[config.mk]
export PLATFORM = sky130hd
export DESIGN_NAME = exe_issue_ctrl
export DESIGN_NICKNAME = d
export VERILOG_FILES = /design/src/rtl/exe_pkg.sv /design/src/rtl/exe_decode.sv /design/src/rtl/exe_issue_ctrl.sv
export SDC_FILE = /design/constraint.sdc
export NUM_CORES = 1
export LEC_CHECK = 0
export CAP_MARGIN = 20
export CORE_ASPECT_RATIO = 1.5
export CORE_MARGIN = 10
export CORE_UTILIZATION = 44
export CTS_CLUSTER_DIAMETER = 80
export DETAILED_ROUTE_END_ITERATION = 10
export PLACE_DENSITY = 0.95
export REMOVE_ABC_BUFFERS = 1
export SYNTH_ARGS = -nofsm -noshare
export SYNTH_HDL_FRONTEND = slang
export SYNTH_SLANG_ARGS = --single-unit
[constraint.sdc]
create_clock -name clk -period 5.76 [get_ports clk]
set_input_delay 1.152 -clock clk [delete_from_list [all_inputs] [get_ports clk]]
set_output_delay 1.152 -clock clk [all_outputs]
set_load 0.05 [all_outputs]
[src/rtl/exe_pkg.sv]
// rtl/exe_pkg.sv - shared ALU op indices, opcode/funct constants and FSM state type
package exe_pkg;

   localparam int ALU_W    = 13;
   localparam int ALU_MUL  = 12;
   localparam int ALU_ADD  = 11;
   localparam int ALU_SUB  = 10;
   localparam int ALU_SLT  = 9;
   localparam int ALU_SLTU = 8;
   localparam int ALU_AND  = 7;
   localparam int ALU_NOR  = 6;
   localparam int ALU_OR   = 5;
   localparam int ALU_XOR  = 4;
   localparam int ALU_SLL  = 3;
   localparam int ALU_SRL  = 2;
   localparam int ALU_SRA  = 1;
   localparam int ALU_LUI  = 0;

   localparam logic [5:0] OP_RTYPE = 6'h00;
   localparam logic [5:0] OP_MUL   = 6'h1C;
   localparam logic [5:0] OP_ADDIU = 6'h09;
   localparam logic [5:0] OP_SLTI  = 6'h0A;
   localparam logic [5:0] OP_SLTIU = 6'h0B;
   localparam logic [5:0] OP_ANDI  = 6'h0C;
   localparam logic [5:0] OP_ORI   = 6'h0D;
   localparam logic [5:0] OP_XORI  = 6'h0E;
   localparam logic [5:0] OP_LUI   = 6'h0F;

   localparam logic [5:0] FN_ADDU = 6'h21;
   localparam logic [5:0] FN_SUBU = 6'h23;
   localparam logic [5:0] FN_SLT  = 6'h2A;
   localparam logic [5:0] FN_SLTU = 6'h2B;
   localparam logic [5:0] FN_AND  = 6'h24;
   localparam logic [5:0] FN_OR   = 6'h25;
   localparam logic [5:0] FN_XOR  = 6'h26;
   localparam logic [5:0] FN_NOR  = 6'h27;
   localparam logic [5:0] FN_SLL  = 6'h00;
   localparam logic [5:0] FN_SRL  = 6'h02;
   localparam logic [5:0] FN_SRA  = 6'h03;
   localparam logic [5:0] FN_SLLV = 6'h04;
   localparam logic [5:0] FN_SRLV = 6'h06;
   localparam logic [5:0] FN_SRAV = 6'h07;
   localparam logic [5:0] FN_MUL  = 6'h02;

   typedef enum logic [1:0] {IDLE, EXEC, DONE} state_t;

   function automatic logic [ALU_W-1:0] alu_onehot(input int idx);
      return 13'(1) << idx;
   endfunction

endpackage

[src/rtl/exe_decode.sv]
// rtl/exe_decode.sv - combinational MIPS decode into one-hot ALU op, operands and destination
module exe_decode
   import exe_pkg::*;
(
   input  logic [31:0]      inst,
   input  logic [31:0]      rs_val,
   input  logic [31:0]      rt_val,
   output logic [ALU_W-1:0] ctrl,
   output logic [31:0]      src1,
   output logic [31:0]      src2,
   output logic [4:0]       dest,
   output logic             illegal
);

   logic [5:0]  op;
   logic [5:0]  funct;
   logic [4:0]  rt;
   logic [4:0]  rd;
   logic [4:0]  shamt;
   logic [31:0] imm_sext;
   logic [31:0] imm_zext;

   assign op       = inst[31:26];
   assign rt       = inst[20:16];
   assign rd       = inst[15:11];
   assign shamt    = inst[10:6];
   assign funct    = inst[5:0];
   assign imm_sext = {{16{inst[15]}}, inst[15:0]};
   assign imm_zext = {16'h0000, inst[15:0]};

   always_comb begin
      ctrl    = '0;
      src1    = rs_val;
      src2    = rt_val;
      dest    = rd;
      illegal = 1'b0;
      case (op)
         OP_RTYPE: begin
            case (funct)
               FN_ADDU: ctrl = alu_onehot(ALU_ADD);
               FN_SUBU: ctrl = alu_onehot(ALU_SUB);
               FN_SLT:  ctrl = alu_onehot(ALU_SLT);
               FN_SLTU: ctrl = alu_onehot(ALU_SLTU);
               FN_AND:  ctrl = alu_onehot(ALU_AND);
               FN_OR:   ctrl = alu_onehot(ALU_OR);
               FN_XOR:  ctrl = alu_onehot(ALU_XOR);
               FN_NOR:  ctrl = alu_onehot(ALU_NOR);
               // immediate shifts carry the amount in shamt, not in rs
               FN_SLL:  begin ctrl = alu_onehot(ALU_SLL); src1 = {27'b0, shamt}; end
               FN_SRL:  begin ctrl = alu_onehot(ALU_SRL); src1 = {27'b0, shamt}; end
               FN_SRA:  begin ctrl = alu_onehot(ALU_SRA); src1 = {27'b0, shamt}; end
               FN_SLLV: ctrl = alu_onehot(ALU_SLL);
               FN_SRLV: ctrl = alu_onehot(ALU_SRL);
               FN_SRAV: ctrl = alu_onehot(ALU_SRA);
               default: illegal = 1'b1;
            endcase
         end
         OP_MUL: begin
            if (funct == FN_MUL) ctrl = alu_onehot(ALU_MUL);
            else                 illegal = 1'b1;
         end
         OP_ADDIU: begin ctrl = alu_onehot(ALU_ADD);  src2 = imm_sext; dest = rt; end
         OP_SLTI:  begin ctrl = alu_onehot(ALU_SLT);  src2 = imm_sext; dest = rt; end
         OP_SLTIU: begin ctrl = alu_onehot(ALU_SLTU); src2 = imm_sext; dest = rt; end
         OP_ANDI:  begin ctrl = alu_onehot(ALU_AND);  src2 = imm_zext; dest = rt; end
         OP_ORI:   begin ctrl = alu_onehot(ALU_OR);   src2 = imm_zext; dest = rt; end
         OP_XORI:  begin ctrl = alu_onehot(ALU_XOR);  src2 = imm_zext; dest = rt; end
         OP_LUI:   begin ctrl = alu_onehot(ALU_LUI);  src2 = imm_zext; dest = rt; end
         default:  illegal = 1'b1;
      endcase
      if (illegal) begin
         ctrl = '0;
         src1 = '0;
         src2 = '0;
      end
   end

endmodule

[src/rtl/exe_issue_ctrl.sv]
// rtl/exe_issue_ctrl.sv - issue FSM holding ALU controls until alu_end, then handing result to writeback
module exe_issue_ctrl
   import exe_pkg::*;
(
   input  logic             clk,
   input  logic             rst,
   input  logic             id_valid,
   output logic             id_ready,
   input  logic [31:0]      id_inst,
   input  logic [31:0]      id_rs_val,
   input  logic [31:0]      id_rt_val,
   output logic [ALU_W-1:0] alu_control,
   output logic [31:0]      alu_src1,
   output logic [31:0]      alu_src2,
   input  logic [31:0]      alu_result,
   input  logic             alu_end,
   output logic             wb_valid,
   input  logic             wb_ready,
   output logic [31:0]      wb_result,
   output logic [4:0]       wb_dest,
   output logic             wb_we,
   output logic             wb_illegal
);

   state_t            state;
   logic [ALU_W-1:0]  dec_ctrl;
   logic [31:0]       dec_src1;
   logic [31:0]       dec_src2;
   logic [4:0]        dec_dest;
   logic              dec_illegal;

   exe_decode u_decode (
      .inst    (id_inst),
      .rs_val  (id_rs_val),
      .rt_val  (id_rt_val),
      .ctrl    (dec_ctrl),
      .src1    (dec_src1),
      .src2    (dec_src2),
      .dest    (dec_dest),
      .illegal (dec_illegal)
   );

   always_ff @(posedge clk) begin
      if (rst) begin
         state       <= IDLE;
         alu_control <= '0;
         alu_src1    <= '0;
         alu_src2    <= '0;
         wb_result   <= '0;
         wb_dest     <= '0;
         wb_illegal  <= 1'b0;
      end else begin
         case (state)
            IDLE: begin
               if (id_valid) begin
                  wb_dest    <= dec_dest;
                  wb_illegal <= dec_illegal;
                  // an undecodable op never reaches the ALU, which would never end it
                  if (dec_illegal) begin
                     wb_result <= '0;
                     state     <= DONE;
                  end else begin
                     alu_control <= dec_ctrl;
                     alu_src1    <= dec_src1;
                     alu_src2    <= dec_src2;
                     state       <= EXEC;
                  end
               end
            end
            EXEC: begin
               if (alu_end) begin
                  wb_result   <= alu_result;
                  alu_control <= '0;
                  alu_src1    <= '0;
                  alu_src2    <= '0;
                  state       <= DONE;
               end
            end
            DONE: begin
               if (wb_ready) state <= IDLE;
            end
            default: state <= IDLE;
         endcase
      end
   end

   assign id_ready = (state == IDLE);
   assign wb_valid = (state == DONE);
   assign wb_we    = wb_valid && (wb_dest != 5'd0) && !wb_illegal;

endmodule

==> metrics.md <==
| Metric | Value |
|---|---|
| Wire length reported by the detailed router | 21100 um |
| Clock tree from TritonCTS | done |
| Average via count per standard cell | 5.73 |
| Count of buffers inserted at the top-level ports | 245 |
| DRT Pass-1 Iters | 5 |
| M2 GR Usage | 40.6% |
| Reg-to-reg critical path endpoint | alu_control[3] |
| Number of enable flip-flop cells after synthesis | 0 |
| Hold path startpoint | alu_src1[0] |
| Clock transition at the registers of the reported paths | 60 ps |
| Crit path time final | 3620 ps |
| Global placer's final weighted congestion | 0.902 |
| PwrDens | 273 nW/um^2 |
| Family with the most delay on the worst path | buffers and inverters |
| Avg Cell Area, Syn | 8.13 sq um |
| Number of instances in the synthesized netlist | 649 |
| Min setup slack post-route | 2140 ps |
| Most used routing layer in global routing | met2 |
| Final #Nets | 992 |
| Dominant synthesized flop cell | sky130_fd_sc_hd__dfxtp_1 |
| Hold bufs inserted after CTS | 0 |
| Number of register bits inferred by synthesis | 117 |
| Final number of max-transition violations | 0 |
| Synth Cell Area | 5270 sq um |
| Source-to-sink clock delay at the later pin of the worst-skew pair | 410 ps |
| Sink count of the clock tree | 117 |
| Yosys top cell area share | 44.4% |
| Cell type with the highest aggregate area in the netlist | sky130_fd_sc_hd__dfxtp_1 |
| Share of final-layout standard cells stronger than drive strength 1 | 5.62% |
| Ordered list of cells on the worst path | clkdlybuf4s50_1 -> nand2b_1 -> mux2_4 -> o31ai_1 -> a21oi_4 -> nor2_4 -> buf_12 -> o32ai_1 |
| Inserted Clock Buffers | 17 |
| Depth of the worst register-to-register path | 6 |
| Startpoint type of the worst setup path | input pin |
| Flip-flop and latch area | 2340 sq um |
| Instance count after placement with tap cells included | 990 |
| Post-cts gate resize count | 0 |
| Full die area | 16900 sq um |
| Maximum fanout encountered on the critical timing path | 52 |
| Initial core utilization | 45.3% |
| Yosys warning count | 0 |
| Buffers & Inverters on Critical Path | 2 |
| CP required | 6000 ps |
| Layout overhead on the synthesized area | 57.6% |
| Remaining max-slew budget at the tightest pin | 32.3% |
| CP max stage delay | 530 ps |
| Proportion of synthesized chip area in sequential cells | 44.4% |
| Instance area after placement | 7740 sq um |
| Number of H-tree levels | 4 |
| Class of the tightest hold or removal check | flop to flop |
| Buffers from clock root to sink, at most | 2 |
| Global route total overflow | 0 |
| Area of the core region | 11700 sq um |
| # rows | 48 |
| Critical path class | input pin to flop |
| Slowest stage cell, crit path | sky130_fd_sc_hd__clkdlybuf4s50_1 |
| DP HPWL | 14800 um |
| Root buffer cell | sky130_fd_sc_hd__clkbuf_16 |
| Avg WL per Cell | 20.7 um |
| GR Util met3 | 5.94% |
| Data arrival time at the worst-slack endpoint | 3860 ps |
| Unique cell type count in the Yosys netlist | 38 |
| IO Pins | 251 |
| Peak clock frequency supported by timing | 0.276 GHz |
| Die W | 109 um |
| Vias in the first global route | 5833 |
| Number of standard cells in the layout, taps in and fillers out | 1022 |
| Synth top cells by count | 117 x sky130_fd_sc_hd__dfxtp_1, 61 x sky130_fd_sc_hd__nand2_1, 57 x sky130_fd_sc_hd__nor2_1 |
| Launching point of the worst reg2reg path | state[1] |
| Overall track demand over capacity in global routing | 24.2% |
| Height of the chip | 154 um |
| Max cap viols | 0 |
| Placement Setup Slack | 1730 ps |
| Post-synthesis async set-or-reset flop share | 0% |
| RSZ-0062 raised after global routing | no |
| Outcome | complete, no violations |
| Fill count | 860 |
| Post-route ant nets | 0 |
| Hold path depth | 2 |
| P_leak | 0.00289 uW |
| # setup viols final | 0 |
| Area of the multi-input gates | 2490 sq um |
| Final std cell area, no fill | 8310 sq um |
| Hold EP | alu_src1[0] |
| DRC violation count after routing | 0 |
| Worst Tran Pin Value | 1020 ps |
| Final Hold Vio Count | 0 |
| Pin count of the biggest net entering global routing | 68 |
| Max Clock Skew | 10.7 ps |
| Top cells by area in the synthesized netlist | sky130_fd_sc_hd__dfxtp_1 44%, sky130_fd_sc_hd__o32ai_1 8.8%, sky130_fd_sc_hd__a22oi_1 4.6%, sky130_fd_sc_hd__nand2_1 4.3%, sky130_fd_sc_hd__nor2_1 4.1% |
| Critical path capture point type | flop |
| # Post-CTS Setup Buffers | 0 |
| Aggregate negative setup slack | 0 ps |
| Antenna cells | 0 |
| Initial antenna violation count | 0 |
| Max VDD drop | 0.187 mV |
| Overall via count from detail_route | 5860 |
| First-pass GRT wire length | 32300 um |
| Most used standard cell by instance count after synthesis | sky130_fd_sc_hd__dfxtp_1 |
| Detailed router's first-iteration violation count | 319 |
| Final Cycle Share | 62.8% |
| Worst reg-to-reg setup slack | 3340 ps |
| Met1 routing resource usage after global routing | 26.7% |
-- flip-flops by register name, indices dropped and copies added, names as in the netlist --
name         cells
wb_result       32
wb_dest          5
state            2
wb_illegal       1
alu_src2        32
alu_control     13
alu_src1        32
-- final cells by class --
type                    instances  share of cell area [%]
well taps                     150                    2.26
inverters                      56                    2.53
repair buffers                252                    30.3
clock buffers                  18                    5.29
clock inverters                14                    1.55
multi-input cells             415                    29.9
flip-flops and latches        117                    28.2
-- kinds of logic (layout without fill, tap and decap cells) --
family,count (synthesis),in the layout,share of synthesized area (%)
AND/OR/NAND/NOR,227,227,20.9
AO/OA/AOI/OAI,173,173,22.9
flip-flops,117,117,44.4
buffers and inverters,117,340,8.83
multiplexers,15,15,2.94
-- worst min-delay path: stages (launching register included) --
cell and delay (ps):
sky130_fd_sc_hd__dfxtp_1 300, sky130_fd_sc_hd__nand2b_1 70, sky130_fd_sc_hd__o21ai_1 50
-- metal layers --
layer / up-vias / wire (um) / share of wire [%]
met5: - / 0 / 0
met2: 289 / 10700 / 51
met3: 65 / 1520 / 7.2
met1: 2782 / 7700 / 36
met4: 0 / 1180 / 5.6
li1: 2724 / - / -
-- worst max path at each step --
stage | start | endpoint | slack, ps | cells past startpoint
3_3_place_gp | id_inst[2] | alu_src1[23] | 1780 | 8
5_1_grt | id_inst[2] | alu_control[11] | 1980 | 8
2_1_floorplan | id_inst[27] | alu_src1[10] | 940 | 6
6_report | id_inst[2] | alu_src1[8] | 2140 | 8
3_5_place_dp | id_inst[2] | alu_src1[8] | 1730 | 8
4_1_cts | id_inst[2] | alu_src1[8] | 2150 | 8
-- power by group --
part	switching (uW)	internal [uW]
clock	399	607
combinational	246	167
sequential	14.9	834
total	660	1610
-- stage by stage --
stage	hold WS [ps]	total power [uW]	utilization, %
CTS	471	2280	71.3
detailed placement	456	1280	66.4
finish	470	2270	71.3
global route	486	2350	71.3
floorplan	619	1070	-
global placement	450	1270	66.4
-- cells in the final DEF, fill, tap and decap left out, types with 14 or more instances in the layout --
| cell | Yosys | routed |
|---|---|---|
| sky130_fd_sc_hd__clkbuf_16 | 0 | 17 |
| sky130_fd_sc_hd__o32ai_1 | 53 | 53 |
| sky130_fd_sc_hd__a21oi_1 | 28 | 28 |
| sky130_fd_sc_hd__nand2_1 | 61 | 61 |
| sky130_fd_sc_hd__nand2b_1 | 32 | 32 |
| sky130_fd_sc_hd__o21ai_1 | 15 | 15 |
| sky130_fd_sc_hd__nand3_1 | 34 | 34 |
| sky130_fd_sc_hd__mux2i_1 | 14 | 14 |
| sky130_fd_sc_hd__inv_1 | 56 | 56 |
| sky130_fd_sc_hd__o21ai_0 | 25 | 25 |
| sky130_fd_sc_hd__nor2_1 | 57 | 56 |
| sky130_fd_sc_hd__dfxtp_1 | 117 | 117 |
| sky130_fd_sc_hd__a22oi_1 | 32 | 32 |
| sky130_fd_sc_hd__clkdlybuf4s50_1 | 0 | 244 |
| sky130_fd_sc_hd__or4_1 | 16 | 16 |
(Power assumes the default switching activity.)
